$ cat src/rtl/mmio_bus_fabric_if.sv
// Bus bundle between the core data port, the fabric and its slave peripherals.
interface mmio_bus_fabric_if #(
  parameter int NUM_SLAVES = 4,
  parameter int ADDR_W     = 32,
  parameter int DATA_W     = 32
);
  logic [ADDR_W-1:0]            m_addr;
  logic [DATA_W-1:0]            m_wdata;
  logic                         m_we;
  logic                         m_re;
  logic [DATA_W-1:0]            m_rdata;
  logic                         m_ready;
  logic                         m_err;
  logic [NUM_SLAVES-1:0]        s_sel;
  logic [ADDR_W-1:0]            s_addr;
  logic [DATA_W-1:0]            s_wdata;
  logic                         s_we;
  logic                         s_re;
  logic [NUM_SLAVES*DATA_W-1:0] s_rdata;
  logic [NUM_SLAVES-1:0]        s_ready;
  logic                         err_valid;
  logic [ADDR_W-1:0]            err_addr;
  logic [1:0]                   err_code;
  logic                         err_clr;

  // Fabric view: it masters the slave side and answers the core.
  modport master (
    input  m_addr, m_wdata, m_we, m_re, s_rdata, s_ready, err_clr,
    output m_rdata, m_ready, m_err, s_sel, s_addr, s_wdata, s_we, s_re,
           err_valid, err_addr, err_code
  );

  modport slave (
    output m_addr, m_wdata, m_we, m_re, s_rdata, s_ready, err_clr,
    input  m_rdata, m_ready, m_err, s_sel, s_addr, s_wdata, s_we, s_re,
           err_valid, err_addr, err_code
  );
endinterface

$ cat src/rtl/mmio_bus_fabric.sv
// Single-outstanding MMIO interconnect: base/mask decode, wait-state handshake,
// access timeout and a first-error-wins capture register.
module mmio_bus_fabric #(
  parameter int                              NUM_SLAVES     = 4,
  parameter int                              ADDR_W         = 32,
  parameter int                              DATA_W         = 32,
  parameter logic [NUM_SLAVES*ADDR_W-1:0]    SLAVE_BASE     = {32'h1000_0010, 32'h1000_0008,
                                                               32'h1000_0000, 32'h0000_0000},
  parameter logic [NUM_SLAVES*ADDR_W-1:0]    SLAVE_MASK     = {32'hFFFF_FFF8, 32'hFFFF_FFF8,
                                                               32'hFFFF_FFF8, 32'hFFFF_FF80},
  parameter int                              TIMEOUT_CYCLES = 16
) (
  input  logic              clk,
  input  logic              reset,
  mmio_bus_fabric_if.master bus
);
  localparam int               IDX_W    = (NUM_SLAVES > 1) ? $clog2(NUM_SLAVES) : 1;
  localparam int               CNT_W    = $clog2(TIMEOUT_CYCLES);
  localparam logic [CNT_W-1:0] CNT_LAST = CNT_W'(TIMEOUT_CYCLES - 1);

  typedef enum logic [1:0] {IDLE, ACCESS, RESP} state_t;

  state_t                state, state_nxt;
  logic [CNT_W-1:0]      cnt, cnt_nxt;
  logic [IDX_W-1:0]      idx, idx_nxt;
  logic [NUM_SLAVES-1:0] sel, sel_nxt;
  logic [ADDR_W-1:0]     addr_q, addr_nxt;
  logic [DATA_W-1:0]     wdata_q, wdata_nxt;
  logic                  we_q, we_nxt, re_q, re_nxt;
  logic [DATA_W-1:0]     rdata_q, rdata_nxt;
  logic                  ready_q, ready_nxt, merr_q, merr_nxt;
  logic                  err_valid_q, err_valid_nxt;
  logic [ADDR_W-1:0]     err_addr_q, err_addr_nxt;
  logic [1:0]            err_code_q, err_code_nxt;
  logic                  err_set;
  logic [1:0]            err_cause;
  logic [ADDR_W-1:0]     err_at;
  logic                  hit;
  logic [IDX_W-1:0]      hit_idx;

  // Descending scan so the lowest matching index is the one left standing.
  function automatic logic [IDX_W:0] decode(input logic [ADDR_W-1:0] a);
    logic             found;
    logic [IDX_W-1:0] i_sel;
    found = 1'b0;
    i_sel = '0;
    for (int i = NUM_SLAVES - 1; i >= 0; i--) begin
      if ((a & SLAVE_MASK[i*ADDR_W +: ADDR_W]) == SLAVE_BASE[i*ADDR_W +: ADDR_W]) begin
        found = 1'b1;
        i_sel = IDX_W'(i);
      end
    end
    return {found, i_sel};
  endfunction

  assign {hit, hit_idx} = decode(bus.m_addr);

  always_comb begin
    state_nxt = state;
    cnt_nxt   = cnt;
    idx_nxt   = idx;
    sel_nxt   = sel;
    addr_nxt  = addr_q;
    wdata_nxt = wdata_q;
    we_nxt    = we_q;
    re_nxt    = re_q;
    rdata_nxt = rdata_q;
    ready_nxt = 1'b0;
    merr_nxt  = 1'b0;
    err_set   = 1'b0;
    err_cause = 2'b00;
    err_at    = addr_q;
    case (state)
      IDLE: begin
        if (bus.m_we || bus.m_re) begin
          addr_nxt  = bus.m_addr;
          wdata_nxt = bus.m_wdata;
          err_at    = bus.m_addr;
          if ((bus.m_we && bus.m_re) || !hit) begin
            state_nxt = RESP;
            ready_nxt = 1'b1;
            merr_nxt  = 1'b1;
            rdata_nxt = '0;
            err_set   = 1'b1;
            err_cause = (bus.m_we && bus.m_re) ? 2'b11 : 2'b01;
          end else begin
            state_nxt = ACCESS;
            idx_nxt   = hit_idx;
            sel_nxt   = NUM_SLAVES'(1) << hit_idx;
            we_nxt    = bus.m_we;
            re_nxt    = bus.m_re;
            cnt_nxt   = '0;
          end
        end
      end
      ACCESS: begin
        if (bus.s_ready[idx]) begin
          state_nxt = RESP;
          ready_nxt = 1'b1;
          rdata_nxt = re_q ? bus.s_rdata[idx*DATA_W +: DATA_W] : '0;
          sel_nxt   = '0;
          we_nxt    = 1'b0;
          re_nxt    = 1'b0;
        end else if (cnt == CNT_LAST) begin
          state_nxt = RESP;
          ready_nxt = 1'b1;
          merr_nxt  = 1'b1;
          rdata_nxt = '0;
          sel_nxt   = '0;
          we_nxt    = 1'b0;
          re_nxt    = 1'b0;
          err_set   = 1'b1;
          err_cause = 2'b10;
        end else begin
          cnt_nxt = cnt + 1'b1;
        end
      end
      RESP:    state_nxt = IDLE;
      default: state_nxt = IDLE;
    endcase

    // A new error beats a simultaneous clear; otherwise the first error sticks.
    err_valid_nxt = err_valid_q;
    err_addr_nxt  = err_addr_q;
    err_code_nxt  = err_code_q;
    if (err_set && (!err_valid_q || bus.err_clr)) begin
      err_valid_nxt = 1'b1;
      err_addr_nxt  = err_at;
      err_code_nxt  = err_cause;
    end else if (bus.err_clr) begin
      err_valid_nxt = 1'b0;
      err_addr_nxt  = '0;
      err_code_nxt  = 2'b00;
    end
  end

  always_ff @(posedge clk) begin
    if (!reset) begin
      state       <= IDLE;
      cnt         <= '0;
      idx         <= '0;
      sel         <= '0;
      addr_q      <= '0;
      wdata_q     <= '0;
      we_q        <= 1'b0;
      re_q        <= 1'b0;
      rdata_q     <= '0;
      ready_q     <= 1'b0;
      merr_q      <= 1'b0;
      err_valid_q <= 1'b0;
      err_addr_q  <= '0;
      err_code_q  <= 2'b00;
    end else begin
      state       <= state_nxt;
      cnt         <= cnt_nxt;
      idx         <= idx_nxt;
      sel         <= sel_nxt;
      addr_q      <= addr_nxt;
      wdata_q     <= wdata_nxt;
      we_q        <= we_nxt;
      re_q        <= re_nxt;
      rdata_q     <= rdata_nxt;
      ready_q     <= ready_nxt;
      merr_q      <= merr_nxt;
      err_valid_q <= err_valid_nxt;
      err_addr_q  <= err_addr_nxt;
      err_code_q  <= err_code_nxt;
    end
  end

  assign bus.m_rdata   = rdata_q;
  assign bus.m_ready   = ready_q;
  assign bus.m_err     = merr_q;
  assign bus.s_sel     = sel;
  assign bus.s_addr    = addr_q;
  assign bus.s_wdata   = wdata_q;
  assign bus.s_we      = we_q;
  assign bus.s_re      = re_q;
  assign bus.err_valid = err_valid_q;
  assign bus.err_addr  = err_addr_q;
  assign bus.err_code  = err_code_q;
endmodule

$ cat src/flat_wrapper.sv
// flat-port wrapper written by rule: the top's interface ports become plain ports
module mmio_bus_fabric_flat 
#(
  parameter int                              NUM_SLAVES     = 4,
  parameter int                              ADDR_W         = 32,
  parameter int                              DATA_W         = 32,
  parameter logic [NUM_SLAVES*ADDR_W-1:0]    SLAVE_BASE     = {32'h1000_0010, 32'h1000_0008,
                                                               32'h1000_0000, 32'h0000_0000},
  parameter logic [NUM_SLAVES*ADDR_W-1:0]    SLAVE_MASK     = {32'hFFFF_FFF8, 32'hFFFF_FFF8,
                                                               32'hFFFF_FFF8, 32'hFFFF_FF80},
  parameter int                              TIMEOUT_CYCLES = 16
)
  (clk, reset, bus_m_addr, bus_m_wdata, bus_m_we, bus_m_re, bus_s_rdata, bus_s_ready, bus_err_clr, bus_m_rdata, bus_m_ready, bus_m_err, bus_s_sel, bus_s_addr, bus_s_wdata, bus_s_we, bus_s_re, bus_err_valid, bus_err_addr, bus_err_code);
  mmio_bus_fabric_if #(.NUM_SLAVES(NUM_SLAVES), .ADDR_W(ADDR_W), .DATA_W(DATA_W)) bus_i ();
  input  logic clk;
  input  logic reset;
  input wire logic [$bits(bus_i.m_addr)-1:0] bus_m_addr;
  input wire logic [$bits(bus_i.m_wdata)-1:0] bus_m_wdata;
  input wire logic [$bits(bus_i.m_we)-1:0] bus_m_we;
  input wire logic [$bits(bus_i.m_re)-1:0] bus_m_re;
  input wire logic [$bits(bus_i.s_rdata)-1:0] bus_s_rdata;
  input wire logic [$bits(bus_i.s_ready)-1:0] bus_s_ready;
  input wire logic [$bits(bus_i.err_clr)-1:0] bus_err_clr;
  output wire logic [$bits(bus_i.m_rdata)-1:0] bus_m_rdata;
  output wire logic [$bits(bus_i.m_ready)-1:0] bus_m_ready;
  output wire logic [$bits(bus_i.m_err)-1:0] bus_m_err;
  output wire logic [$bits(bus_i.s_sel)-1:0] bus_s_sel;
  output wire logic [$bits(bus_i.s_addr)-1:0] bus_s_addr;
  output wire logic [$bits(bus_i.s_wdata)-1:0] bus_s_wdata;
  output wire logic [$bits(bus_i.s_we)-1:0] bus_s_we;
  output wire logic [$bits(bus_i.s_re)-1:0] bus_s_re;
  output wire logic [$bits(bus_i.err_valid)-1:0] bus_err_valid;
  output wire logic [$bits(bus_i.err_addr)-1:0] bus_err_addr;
  output wire logic [$bits(bus_i.err_code)-1:0] bus_err_code;
  assign bus_i.m_addr = bus_m_addr;
  assign bus_i.m_wdata = bus_m_wdata;
  assign bus_i.m_we = bus_m_we;
  assign bus_i.m_re = bus_m_re;
  assign bus_i.s_rdata = bus_s_rdata;
  assign bus_i.s_ready = bus_s_ready;
  assign bus_i.err_clr = bus_err_clr;
  assign bus_m_rdata = bus_i.m_rdata;
  assign bus_m_ready = bus_i.m_ready;
  assign bus_m_err = bus_i.m_err;
  assign bus_s_sel = bus_i.s_sel;
  assign bus_s_addr = bus_i.s_addr;
  assign bus_s_wdata = bus_i.s_wdata;
  assign bus_s_we = bus_i.s_we;
  assign bus_s_re = bus_i.s_re;
  assign bus_err_valid = bus_i.err_valid;
  assign bus_err_addr = bus_i.err_addr;
  assign bus_err_code = bus_i.err_code;
  mmio_bus_fabric #(.NUM_SLAVES(NUM_SLAVES), .ADDR_W(ADDR_W), .DATA_W(DATA_W), .SLAVE_BASE(SLAVE_BASE), .SLAVE_MASK(SLAVE_MASK), .TIMEOUT_CYCLES(TIMEOUT_CYCLES)) u_core (.clk(clk), .reset(reset), .bus(bus_i));
endmodule
$ cat config.mk
export PLATFORM = sky130hd
export DESIGN_NAME = mmio_bus_fabric_flat
export DESIGN_NICKNAME = d
export VERILOG_FILES = /design/src/rtl/mmio_bus_fabric_if.sv /design/src/rtl/mmio_bus_fabric.sv /design/src/flat_wrapper.sv
export SDC_FILE = /design/constraint.sdc
export NUM_CORES = 1
export LEC_CHECK = 0
export CORE_ASPECT_RATIO = 0.8
export CORE_UTILIZATION = 40
export DETAILED_ROUTE_END_ITERATION = 8
export GPL_ROUTABILITY_DRIVEN = 0
export PLACE_DENSITY = 0.93
export SYNTH_ARGS = -nofsm -noshare
export SYNTH_HDL_FRONTEND = slang
export SYNTH_SLANG_ARGS = --single-unit
$ cat constraint.sdc
create_clock -name clk -period 6.1 [get_ports clk]
set_clock_uncertainty 0.1 [all_clocks]
set_input_delay 0.915 -clock clk [delete_from_list [all_inputs] [get_ports clk]]
set_output_delay 0.915 -clock clk [all_outputs]
set_load 0.01 [all_outputs]
# Word-level counts from Yosys, hierarchy flattened
# Index checks and enable logic that the tools add are counted.
# totals
word_cells,107
register_bits,147
inputBits,201
# op_classes
n_bitwise,1
shift,2
add_sub_neg,1
mux,60
magnitude_cmp,1
n_reduce_logical,17
n_eq_ne,11
# op_table
op,n
$mux W32,9
$shiftx A128 B8 Y32,1
$eq A29 B26 Y1 const B,3
$pmux W32 S2,1
$logic_not A32 Y1,1
$mux W4,8
$mux W2,15
$mux W1,18
$pmux W4 S2,2
$pmux W1 S2,4
$pmux W2 S2,2
$reduce_and A4 Y1,2
$ne A2 B2 Y1 const B,3
$reduce_and A5 Y1,1
$add A4 B1 Y4 const B,1
$eq A4 B4 Y1 const B,1
$ne A2 B1 Y1 const B,2
$reduce_and A2 Y1,2
$reduce_bool A2 Y1,2
$shl A1 B2 Y4 const A,1
$logic_or A1 B1 Y1,3
$lt A2 B3 Y1 const B,1
$ne A3 B1 Y1 const B,1
$reduce_and A3 Y1,1
6 further kinds,8

# Longest topological paths before layout
# Gate-level depths: netlist (run 1).
# depth
depth_word,12
mapped_depth,7

# Worst setup path after synthesis (run 1)
# OpenSTA, ideal clock, no wires.
# synth_timing
path_type,input to register
startpoint,in bus_m_addr[15]
endpoint,reg u_core.err_addr_q[0] (netlist: u_core.bus.err_addr[0])
t_arrival_ns,2.597
stages,6
path_slack_ns,3.282
cell_sequence,or4_1 -> a211oi_4 -> a21oi_2 -> o21ai_4 -> buf_6 -> mux2_2
# synth_via
elab_chain_cells,12
word_cells_on_any_way,16
classes_between,3 x eq/ne; 8 x mux; 5 x reduce/logical
# synth_rtl
item,line,source
from (decl),flat_wrapper.sv:17,input wire logic [$bits(bus_i.m_addr)-1:0] bus_m_addr;
$eq A29 B26 Y1,mmio_bus_fabric.sv:48,if ((a & SLAVE_MASK[i*ADDR_W +: ADDR_W]) == SLAVE_BASE[i*ADDR_W +: ADDR_W]) begin
$mux W1 (3 in series),mmio_bus_fabric.sv:48,
$mux W1 (*),mmio_bus_fabric.sv:48,
$logic_not A1 Y1 (*),mmio_bus_fabric.sv:79,if ((bus.m_we && bus.m_re) || !hit) begin
$logic_or A1 B1 Y1 (*),mmio_bus_fabric.sv:79,
$mux W1 (*),mmio_bus_fabric.sv:79,
$mux W1 (*),mmio_bus_fabric.sv:75,if (bus.m_we || bus.m_re) begin
$pmux W1 S2 (*),mmio_bus_fabric.sv:73,case (state)
$logic_and A1 B1 Y1 (*),mmio_bus_fabric.sv:126,if (err_set && (!err_valid_q || bus.err_clr)) begin
$mux W32 or $reduce_bool A2 Y1 (tied branches),--,
to (signal assigned),mmio_bus_fabric.sv:166,err_addr_q <= err_addr_nxt;
to (decl),mmio_bus_fabric.sv:33,"logic [ADDR_W-1:0] err_addr_q, err_addr_nxt;"
# Mark *: on every way between the ends. The rest lies on a longest branch, timed or not.
# A chain may end at the register's enable or synchronous reset.

# Final worst setup path (run 1)
# layout_timing
startpoint,in bus_m_addr[24]
endpoint,reg u_core.err_addr_q[27] (netlist: u_core.bus.err_addr[27])
# Same word-level chain as after synthesis.

==> impl_metrics.tcl, run 1 <==
set metrics [dict create \
    status "complete, no violations" \
    finalMaxSlewViolations 0 \
    htreeDepth 4 \
    fp-row-count 40 \
    hold_ws_ns 0.3602 \
    dp_slack_ns 2.036 \
    p_leak_uw 0.003848 \
    pwr-share-clk_pct 37.7 \
    drt_iter0_markers 291 \
    arrival_ns 3.83 \
    drt_pre_antenna_iters 4 \
    setup_violations 0 \
    path_buf_inv 1 \
    die_height_um 114.6 \
    cp_slowest_stage_delay_ns 0.90 \
    grt_usage_pct 26.77 \
    fin_setup_tns_ns 0 \
    dieWidth_um 142.8 \
    cp_num_cells 6 \
    first_global_vias 5850 \
    via_per_inst 5.136 \
    dp_hpwl_um 16580 \
    swShare_pct 27.82 \
    cts_tree "done" \
    clock.fmax_mhz 275.6 \
    cts_setup_buffers 0 \
    clk_latency_ns 0.42 \
    power_density_nw_per_um2 248.7 \
    path_clk_slew_ns 0.06 \
    antenna_found_initial 1 \
    port_buffers 339 \
    cts_buffer_depth 2 \
    drive_gt1_share_pct 11.58 \
    netSwitchingPower_uw 718.9 \
    hp-class "reg2reg" \
    worst_pin_slew_ns 1.120 \
    ys_async_sr_fraction_pct 0 \
    final_nets 1130 \
    fp.coreArea_sq_um 15260 \
    startpoint_type "input port" \
    internal_power_uw 1865 \
    hold_depth 2 \
    layout_commonest_cell "clkdlybuf4s50_1" \
    floorplan.initialDensity_pct 41.54 \
    yosysUniqueCellTypes 46 \
    grt_pass1_wl_um 32500 \
    setup_ws_ns 2.472 \
    crit_slowest_cell "o21ai_4" \
    synth_edf_count 0 \
    relSlewSlack_pct 25.02 \
    dieArea_sq_um 16360 \
    seq_area_frac_synth_pct 46.41 \
    cts_root_buf "clkbuf_16" \
    vias 5917 \
    syn_nets 811 \
    timing.final.crit_share_pct 59.48 \
    peakVddDrop_mv 0.1824 \
    hold_buffers 0 \
    wl_um 22430 \
    synth-warning-count 0 \
    path_delay_family "simple AND/OR/NAND/NOR gates" \
    cap_violations 0 \
    synth-seq-cells 147 \
    rsz0062_at_grt "false" \
    cts_inserted_buffers 17 \
    r2r.worst_path.cells 6 \
    cts_resized 0 \
    grt_start_max_net_pins 67 \
    crit_required_ns 6.30 \
    seqPwrFrac_pct 41.2 \
    crit_fanout 34 \
    cts_sinks 147 \
    area_growth_pct 63.87 \
    grt_overflow_total 0 \
    synthFlopType "dfxtp_1" \
    worstPathCellList "clkdlybuf4s50_1 -> nor4_1 -> and4_1 -> a21oi_2 -> o21ai_4 -> mux2_2" \
    drtAntennaViolNets 0 \
    final_cell_mix "clkdlybuf4s50_1 (338), dfxtp_1 (145), nand2_1 (143)" \
    syn_area_sq_um 6341 \
    worstSetupPathType "in2reg" \
    critPathCaptureType "flop" \
    period_needed_ns 3.628 \
    wire_per_inst_um 19.47 \
    final_hold_viol_count 0 \
    ios 340 \
    synth_cells 609 \
    drt_drc_violations_left 0 \
    syn_avg_cell_area_sq_um 10.41 \
    combPwrFrac_pct 21.1 \
]
worst paths after layout:
check / startpoint / to / slack (ns)
worst max-delay path: bus_m_addr[24] / u_core.bus.err_addr[27] / 2.47
worst min-delay path: u_core.bus.s_sel[3] / u_core.bus.s_sel[3] / 0.36
worst max register to register: u_core.state[0] / u_core.bus.err_addr[27] / 3.03
worst min register to register: u_core.bus.s_sel[3] / u_core.bus.s_sel[3] / 0.36
registers in the layout (all words and copies together) (netlist names):
| signal | count |
|---|---|
| u_core.bus.err_addr | 32 |
| u_core.idx | 2 |
| u_core.bus.err_valid | 1 |
| u_core.bus.s_sel | 4 |
| u_core.bus.m_rdata | 32 |
| u_core.state | 2 |
| u_core.bus.s_re | 1 |
| u_core.bus.s_addr | 32 |
| u_core.bus.err_code | 2 |
| u_core.bus.m_ready | 1 |
| u_core.bus.s_wdata | 32 |
| u_core.cnt | 4 |
| u_core.bus.s_we | 1 |
| u_core.bus.m_err | 1 |
worst reg2reg max path: cells and delay by family, from the launching register on:
kind / cells / cell delay, ns
AND/OR/NAND/NOR: 1 / 0.20
flip-flops: 1 / 0.51
AO/OA/AOI/OAI: 3 / 1.15
multiplexers: 1 / 0.43
buffers and inverters: 1 / 0.58
metrics by stage:
| stage | power (uW) | std cells | area (sq um) | utilization, % |
|---|---|---|---|---|
| global route | 2693 | 1152 | 10390 | 68.07 |
| finish | 2584 | 1152 | 10390 | 68.07 |
| floorplan | 1311 | 609 | 6341 | - |
| detailed placement | 1627 | 1119 | 9846 | 64.50 |
| CTS | 2604 | 1151 | 10390 | 68.06 |
| global placement | 1616 | 1119 | 9846 | 64.50 |
power groups by stage:
stage               clock, uW  sequential (uW)  combinational (uW)
floorplan                   0             1110                 199
global route             1040             1070                 580
CTS                       993             1060                 548
detailed placement          0             1080                 544
global placement            0             1080                 536
finish                    975             1060                 546
cell families after synthesis:
kind of cell	after synthesis	synth area share (%)
compound gates	120	15.13
xor+xnor	1	0.1381
fa+ha+maj	1	0.1973
buf+inv	47	3.591
flops	147	46.41
mux	72	18.51
simple gates	221	16.02
area by class of cell:
type | count | area [sq um]
clock buffers | 18 | 429.2
fillers | 1120 | 4873
repair buffers | 346 | 3441
inverters | 1 | 3.754
well taps | 210 | 262.8
multi-input cells | 415 | 3193
diodes | 1 | 2.502
clock inverters | 14 | 113.9
flip-flops and latches | 147 | 2945
layer usage:
metal	vias up	wire length (um)	GRT usage [%]
met5	-	0	0
met2	231	11350	47.25
li1	2799	-	-
met3	33	1838	9.034
met4	0	569	10.39
met1	2854	8672	29.72
synth_stat cells, types with 3 or more instances:
master      n  share of area, %
mux2_2     24               4.3
clkbuf_1   33               2.0
buf_6       6               1.1
nor3_1      4              0.32
nand3_1     4              0.32
mux4_2     33                12
nor4_1      5              0.49
buf_1       4              0.24
o21ai_0     3              0.24
dfxtp_1   147                46
nor2b_1     6              0.59
mux2i_1     7               1.1
a32o_1      3              0.47
a22o_1     31               4.3
a21boi_0   64               7.6
nand2_1   143               8.5
o22ai_1     3              0.30
mux2_1      8               1.4
a21oi_1     5              0.39
nor2_1     10              0.59
and2_1     34               3.4
(Power assumes the default switching activity.)
==> inputs of run 2 (changes only) <==
--- a/config.mk
+++ b/config.mk
@@ -6,10 +6,10 @@
 export NUM_CORES = 1
 export LEC_CHECK = 0
 export CORE_ASPECT_RATIO = 0.8
-export CORE_UTILIZATION = 40
+export CORE_UTILIZATION = 36
 export DETAILED_ROUTE_END_ITERATION = 8
 export GPL_ROUTABILITY_DRIVEN = 0
-export PLACE_DENSITY = 0.93
+export PLACE_DENSITY = 0.89
 export SYNTH_ARGS = -nofsm -noshare
 export SYNTH_HDL_FRONTEND = slang
 export SYNTH_SLANG_ARGS = --single-unit
==> constraint.sdc (replaced) <==
create_clock -name clk -period 3 [get_ports clk]
set_clock_uncertainty 0.1 [all_clocks]
set_input_delay 0.45 -clock clk [delete_from_list [all_inputs] [get_ports clk]]
set_output_delay 0.45 -clock clk [all_outputs]
set_load 0.01 [all_outputs]
==> run 2 against run 1 <==
Against the previous run: via count grew 1.2%; cell count grew 2.6%; non-clock buffer count grew 12; first-iteration DRC count shrank 9.3%; clock-buffer cell count is the same; worst hold slack lost 0.0030 ns; global-route usage shrank 2.5 points; sequential power grew 100%; register-to-register slack lost 2.3 ns; utilization shrank 7.0 points; cell area grew 1.6%; critical path depth grew 2; largest power group unchanged.
==> impl_metrics.tcl, run 2 (synthesis gave the netlist of run 1 again) <==
set metrics [dict create \
    area_growth_pct 66.42 \
    htreeDepth 4 \
    timing.final.crit_share_pct 87.93 \
    rsz0062_at_grt "false" \
    cts_setup_buffers 0 \
    r2r.worst_path.cells 6 \
    grt_start_max_net_pins 54 \
    combPwrFrac_pct 21.5 \
    status "complete, no violations" \
    r2r_end "u_core.bus.err_addr[3]" \
    dieWidth_um 150.4 \
    wl_um 22550 \
    r2r_start "u_core.state[0]" \
    setup_violations 0 \
    worstSetupPathType "in2reg" \
    hold_buffers 0 \
    cts_sinks 147 \
    pwr-share-clk_pct 37.7 \
    floorplan.initialDensity_pct 36.72 \
    vias 5988 \
    drtAntennaViolNets 0 \
    reg2reg_slack_ns 0.69 \
    critPathCaptureType "flop" \
    fp-row-count 43 \
    power_density_nw_per_um2 503.7 \
    p_leak_uw 0.003933 \
    drive_gt1_share_pct 12.59 \
    internal_power_uw 3827 \
    grt_usage_pct 24.31 \
    finalMaxSlewViolations 0 \
    relSlewSlack_pct 56.35 \
    cts_resized 0 \
    holdPathEnd "u_core.bus.s_sel[2]" \
    arrival_ns 2.88 \
    fin_setup_tns_ns 0 \
    final_nets 1142 \
    hold_ws_ns 0.3572 \
    layout_commonest_cell "clkdlybuf4s50_1" \
    die_height_um 120.7 \
    via_per_inst 5.066 \
    dp_hpwl_um 16890 \
    hp-class "reg2reg" \
    cts_tree "done" \
    final_cell_mix "clkdlybuf4s50_1 (338), dfxtp_1 (146), nand2_1 (143)" \
    drt_iter0_markers 264 \
    crit_required_ns 3.24 \
    cts_root_buf "clkbuf_16" \
    n_fill_cell 1415 \
    worst_pin_slew_ns 0.6548 \
    first_global_vias 5913 \
    min_from "u_core.bus.s_sel[2]" \
    seqPwrFrac_pct 40.7 \
    startpoint_type "input port" \
    ios 340 \
    path_clk_slew_ns 0.06 \
    period_needed_ns 2.638 \
    crit_fanout 6 \
    hold_depth 2 \
    final_hold_viol_count 0 \
    drt_drc_violations_left 0 \
    grt_overflow_total 0 \
    clock.fmax_mhz 379.1 \
    wire_per_inst_um 19.07 \
    dieArea_sq_um 18150 \
    cap_violations 0 \
    netSwitchingPower_uw 1488 \
    peakVddDrop_mv 0.3723 \
    port_buffers 339 \
    cts_buffer_depth 2 \
    clk_latency_ns 0.42 \
    fp.coreArea_sq_um 17270 \
    swShare_pct 28.00 \
    grt_pass1_wl_um 33030 \
    drt_pre_antenna_iters 4 \
    cts_inserted_buffers 17 \
    antenna_found_initial 4 \
]
[run 2: cell types whose count changed in the layout (fill, tap and decap cells not counted), moves of 2 or more]
| cell | delta |
|---|---|
| buf_4 | +9 |
| inv_6 | -3 |
| buf_12 | +3 |
| clkinvlp_4 | -2 |
| clkinv_4 | +2 |
| diode_2 | +3 |
[run 2: how the worst max path moves through the flow]
stage,start,to,slack [ns],depth (start not counted)
finish,bus_m_addr[29],u_core.bus.s_sel[2],0.36,8
global route,bus_m_addr[29],u_core.cnt[1],0.21,8
CTS,bus_m_addr[29],u_core.bus.s_sel[0],0.40,8
detailed placement,bus_m_addr[29],u_core.cnt[1],-0.02,8
global placement,bus_m_addr[29],u_core.cnt[1],0.02,8
floorplan,bus_m_addr[15],u_core.bus.err_addr[0],0.65,6
[run 2: critical path, cell delays in order]
cell	delay, ns
clkdlybuf4s50_1	0.46
nor4_1	0.49
buf_4	0.19
and4_1	0.28
buf_4	0.16
nand3_1	0.17
a21boi_2	0.44
mux2i_1	0.22
[run 2: area by class of cell]
class                   instances  area [sq um]  share of cell area (%)
multi-input cells             415          3193                   30.26
clock buffers                  18         429.2                   4.067
inverters                       1         3.754                 0.03557
diodes                          4         10.01                 0.09485
well taps                     225         281.5                   2.668
clock inverters                14         122.6                   1.162
flip-flops and latches        147          2944                   27.90
repair buffers                358          3568                   33.82
[run 2: per-stage QoR]
stage	setup slack [ns]	instance area (sq um)	utilization (%)	std cells	power, uW
floorplan	0.6469	6341	-	609	2665
global placement	0.02411	9991	57.85	1146	3323
detailed placement	-0.01948	9991	57.85	1146	3344
CTS	0.3982	10540	61.04	1178	5364
global route	0.2100	10550	61.10	1182	5541
finish	0.3622	10550	61.10	1182	5316
[run 2: power by group through the flow]
stage / Combinational, uW / Clock [uW] / Sequential, uW
floorplan: 406 / 0 / 2260
global placement: 1120 / 0 / 2200
detailed placement: 1140 / 0 / 2200
CTS: 1150 / 2050 / 2160
global route: 1220 / 2140 / 2180
finish: 1140 / 2010 / 2160
[run 2: metal layers]
layer / GRT usage (%) / share of wire [%] / vias up
met2: 41.56 / 49 / 247
met4: 11.24 / 3.2 / 0
met3: 8.906 / 9.0 / 38
met5: 0 / 0 / -
li1: - / - / 2823
met1: 26.65 / 38 / 2880
==> inputs of run 3 (changes only) <==
--- a/config.mk
+++ b/config.mk
@@ -5,10 +5,11 @@
 export SDC_FILE = /design/constraint.sdc
 export NUM_CORES = 1
 export LEC_CHECK = 0
-export CORE_ASPECT_RATIO = 0.8
+export CORE_MARGIN = 5
 export CORE_UTILIZATION = 36
 export DETAILED_ROUTE_END_ITERATION = 8
 export GPL_ROUTABILITY_DRIVEN = 0
+export GPL_TIMING_DRIVEN = 0
 export PLACE_DENSITY = 0.89
 export SYNTH_ARGS = -nofsm -noshare
 export SYNTH_HDL_FRONTEND = slang
==> run 3 against run 2 <==
Against the previous run: die area rose by 12%; sequential share of layout area barely moved; flip-flop and latch count did not move; via count rose by 0.18%.
==> impl_metrics.tcl, run 3 (synthesis gave the netlist of run 1 again) <==
set metrics [dict create \
    worstSetupPathType "in2reg" \
    power_density_nw_per_um2 495.8 \
    worst_pin_slew_ns 0.8455 \
    setup_violations 0 \
    vias 5999 \
    area_growth_pct 66.14 \
    htreeDepth 4 \
    grt_pass1_wl_um 34560 \
    finalNonFillerCells 1203 \
    layout_commonest_cell "clkdlybuf4s50_1" \
    worstPathCellList "clkdlybuf4s50_1 -> nor4_1 -> and4_1 -> clkbuf_1 -> a21oi_2 -> o21ai_4 -> buf_6 -> mux2_2" \
    cp_slowest_stage_delay_ns 0.46 \
    final_nets 1168 \
    dieArea_sq_um 20370 \
    grt_overflow_total 0 \
    antenna_found_initial 0 \
    drt_iter0_markers 260 \
    cts_resized 0 \
    n_antenna_cell 0 \
    cts_root_buf "clkbuf_16" \
    finalMaxSlewViolations 0 \
    final_hold_viol_count 0 \
    peakVddDrop_mv 0.3617 \
    status "complete, no violations" \
    drtAntennaViolNets 0 \
    rsz0062_at_grt "false" \
    drt_drc_violations_left 0 \
    wl_um 23200 \
    final_cell_mix "clkdlybuf4s50_1 (338), dfxtp_1 (147), nand2_1 (143)" \
    startpoint_type "input port" \
    fp-row-count 48 \
    drt_pre_antenna_iters 4 \
    cts_buffer_depth 2 \
    p_leak_uw 0.003876 \
    arrival_ns 2.91 \
    clock.fmax_mhz 368.2 \
    hold_ws_ns 0.3613 \
    first_global_vias 6387 \
    r2r.worst_path.cells 7 \
    drive_gt1_share_pct 10.53 \
    grt_usage_pct 21.81 \
    dp.cells 1172 \
    relSlewSlack_pct 43.63 \
    dp_hpwl_um 18770 \
    p_total_uw 5224 \
    crit_start "bus_m_addr[24]" \
    timing.final.crit_share_pct 90.52 \
    fin_setup_tns_ns 0 \
    path_clk_slew_ns 0.06 \
    reg2reg_slack_ns 0.67 \
    clk_latency_ns 0.41 \
    hold_buffers 0 \
    fp.coreArea_sq_um 17300 \
    post-route-util_pct 60.91 \
    period_needed_ns 2.716 \
    dieWidth_um 142.7 \
    r2r_start "u_core.idx[1]" \
    wire_per_inst_um 19.29 \
    critPathCaptureType "flop" \
    r2r_end "u_core.bus.m_rdata[23]" \
    cap_violations 0 \
    via_per_inst 4.987 \
    ios 340 \
    die_height_um 142.7 \
    crit_fanout 10 \
    cts_setup_buffers 0 \
    cts_sinks 147 \
    port_buffers 338 \
    crit_required_ns 3.20 \
    cts_tree "done" \
    grt_start_max_net_pins 17 \
    floorplan.initialDensity_pct 36.66 \
    cp-endpoint "u_core.bus.err_addr[28]" \
    cts_inserted_buffers 17 \
    hp-class "reg2reg" \
    crit_slowest_cell "nor4_1" \
]
==> run 3: power breakdown <==
group / internal, uW / total [uW] / switching, uW
logic: 649 / 1140 / 492
clock network: 1080 / 1920 / 842
registers: 2090 / 2160 / 71.7
total: 3820 / 5220 / 1410
==> run 3: how the worst min path moves through the flow <==
| stage | from | endpoint | slack (ns) | depth (start not counted) |
|---|---|---|---|---|
| floorplan | u_core.cnt[0] | u_core.cnt[0] | 0.35 | 1 |
| finish | u_core.bus.s_wdata[20] | u_core.bus.s_wdata[20] | 0.36 | 2 |
| global route | u_core.bus.s_sel[3] | u_core.bus.s_sel[3] | 0.38 | 2 |
| CTS | u_core.bus.s_sel[3] | u_core.bus.s_sel[3] | 0.36 | 2 |
| global placement | u_core.bus.s_sel[2] | u_core.bus.s_sel[2] | 0.35 | 2 |
| detailed placement | u_core.bus.s_sel[3] | u_core.bus.s_sel[3] | 0.35 | 2 |
==> run 3: routing by layer <==
metal  GRT usage (%)  vias to the layer above  share of wire [%]
met1           24.25                     2840                 37
li1                -                     2871                  -
met4           7.704                        0                2.7
met5               0                        -                  0
met3           8.305                       36                9.9
met2           38.13                      252                 50
==> run 3: cell type report <==
type	count	area (sq um)
clock inverter	11	82.58
sequential	147	2943
inverter	1	3.754
fill	1477	6761
buffer	46	224.0
timing repair buffer	338	3383
clock buffer	20	446.7
multi-input combinational	415	3171
tap	225	281.5
==> run 3: worst max-delay path, delay by kind of cell <==
| kind | cells | cell delay [ns] |
|---|---|---|
| and+or+nand+nor | 2 | 0.72 |
| AOI/OAI and AO/OA | 2 | 0.49 |
| buffers and inverters | 3 | 0.90 |
| muxes | 1 | 0.34 |
==> run 3: per-stage QoR <==
step	worst slack, ns	instance area, sq um
3_3_place_gp	-0.1684	10010
5_1_grt	0.1996	10540
6_report	0.2843	10540
3_5_place_dp	-0.1907	10010
4_1_cts	0.2437	10540
2_1_floorplan	0.6469	6341
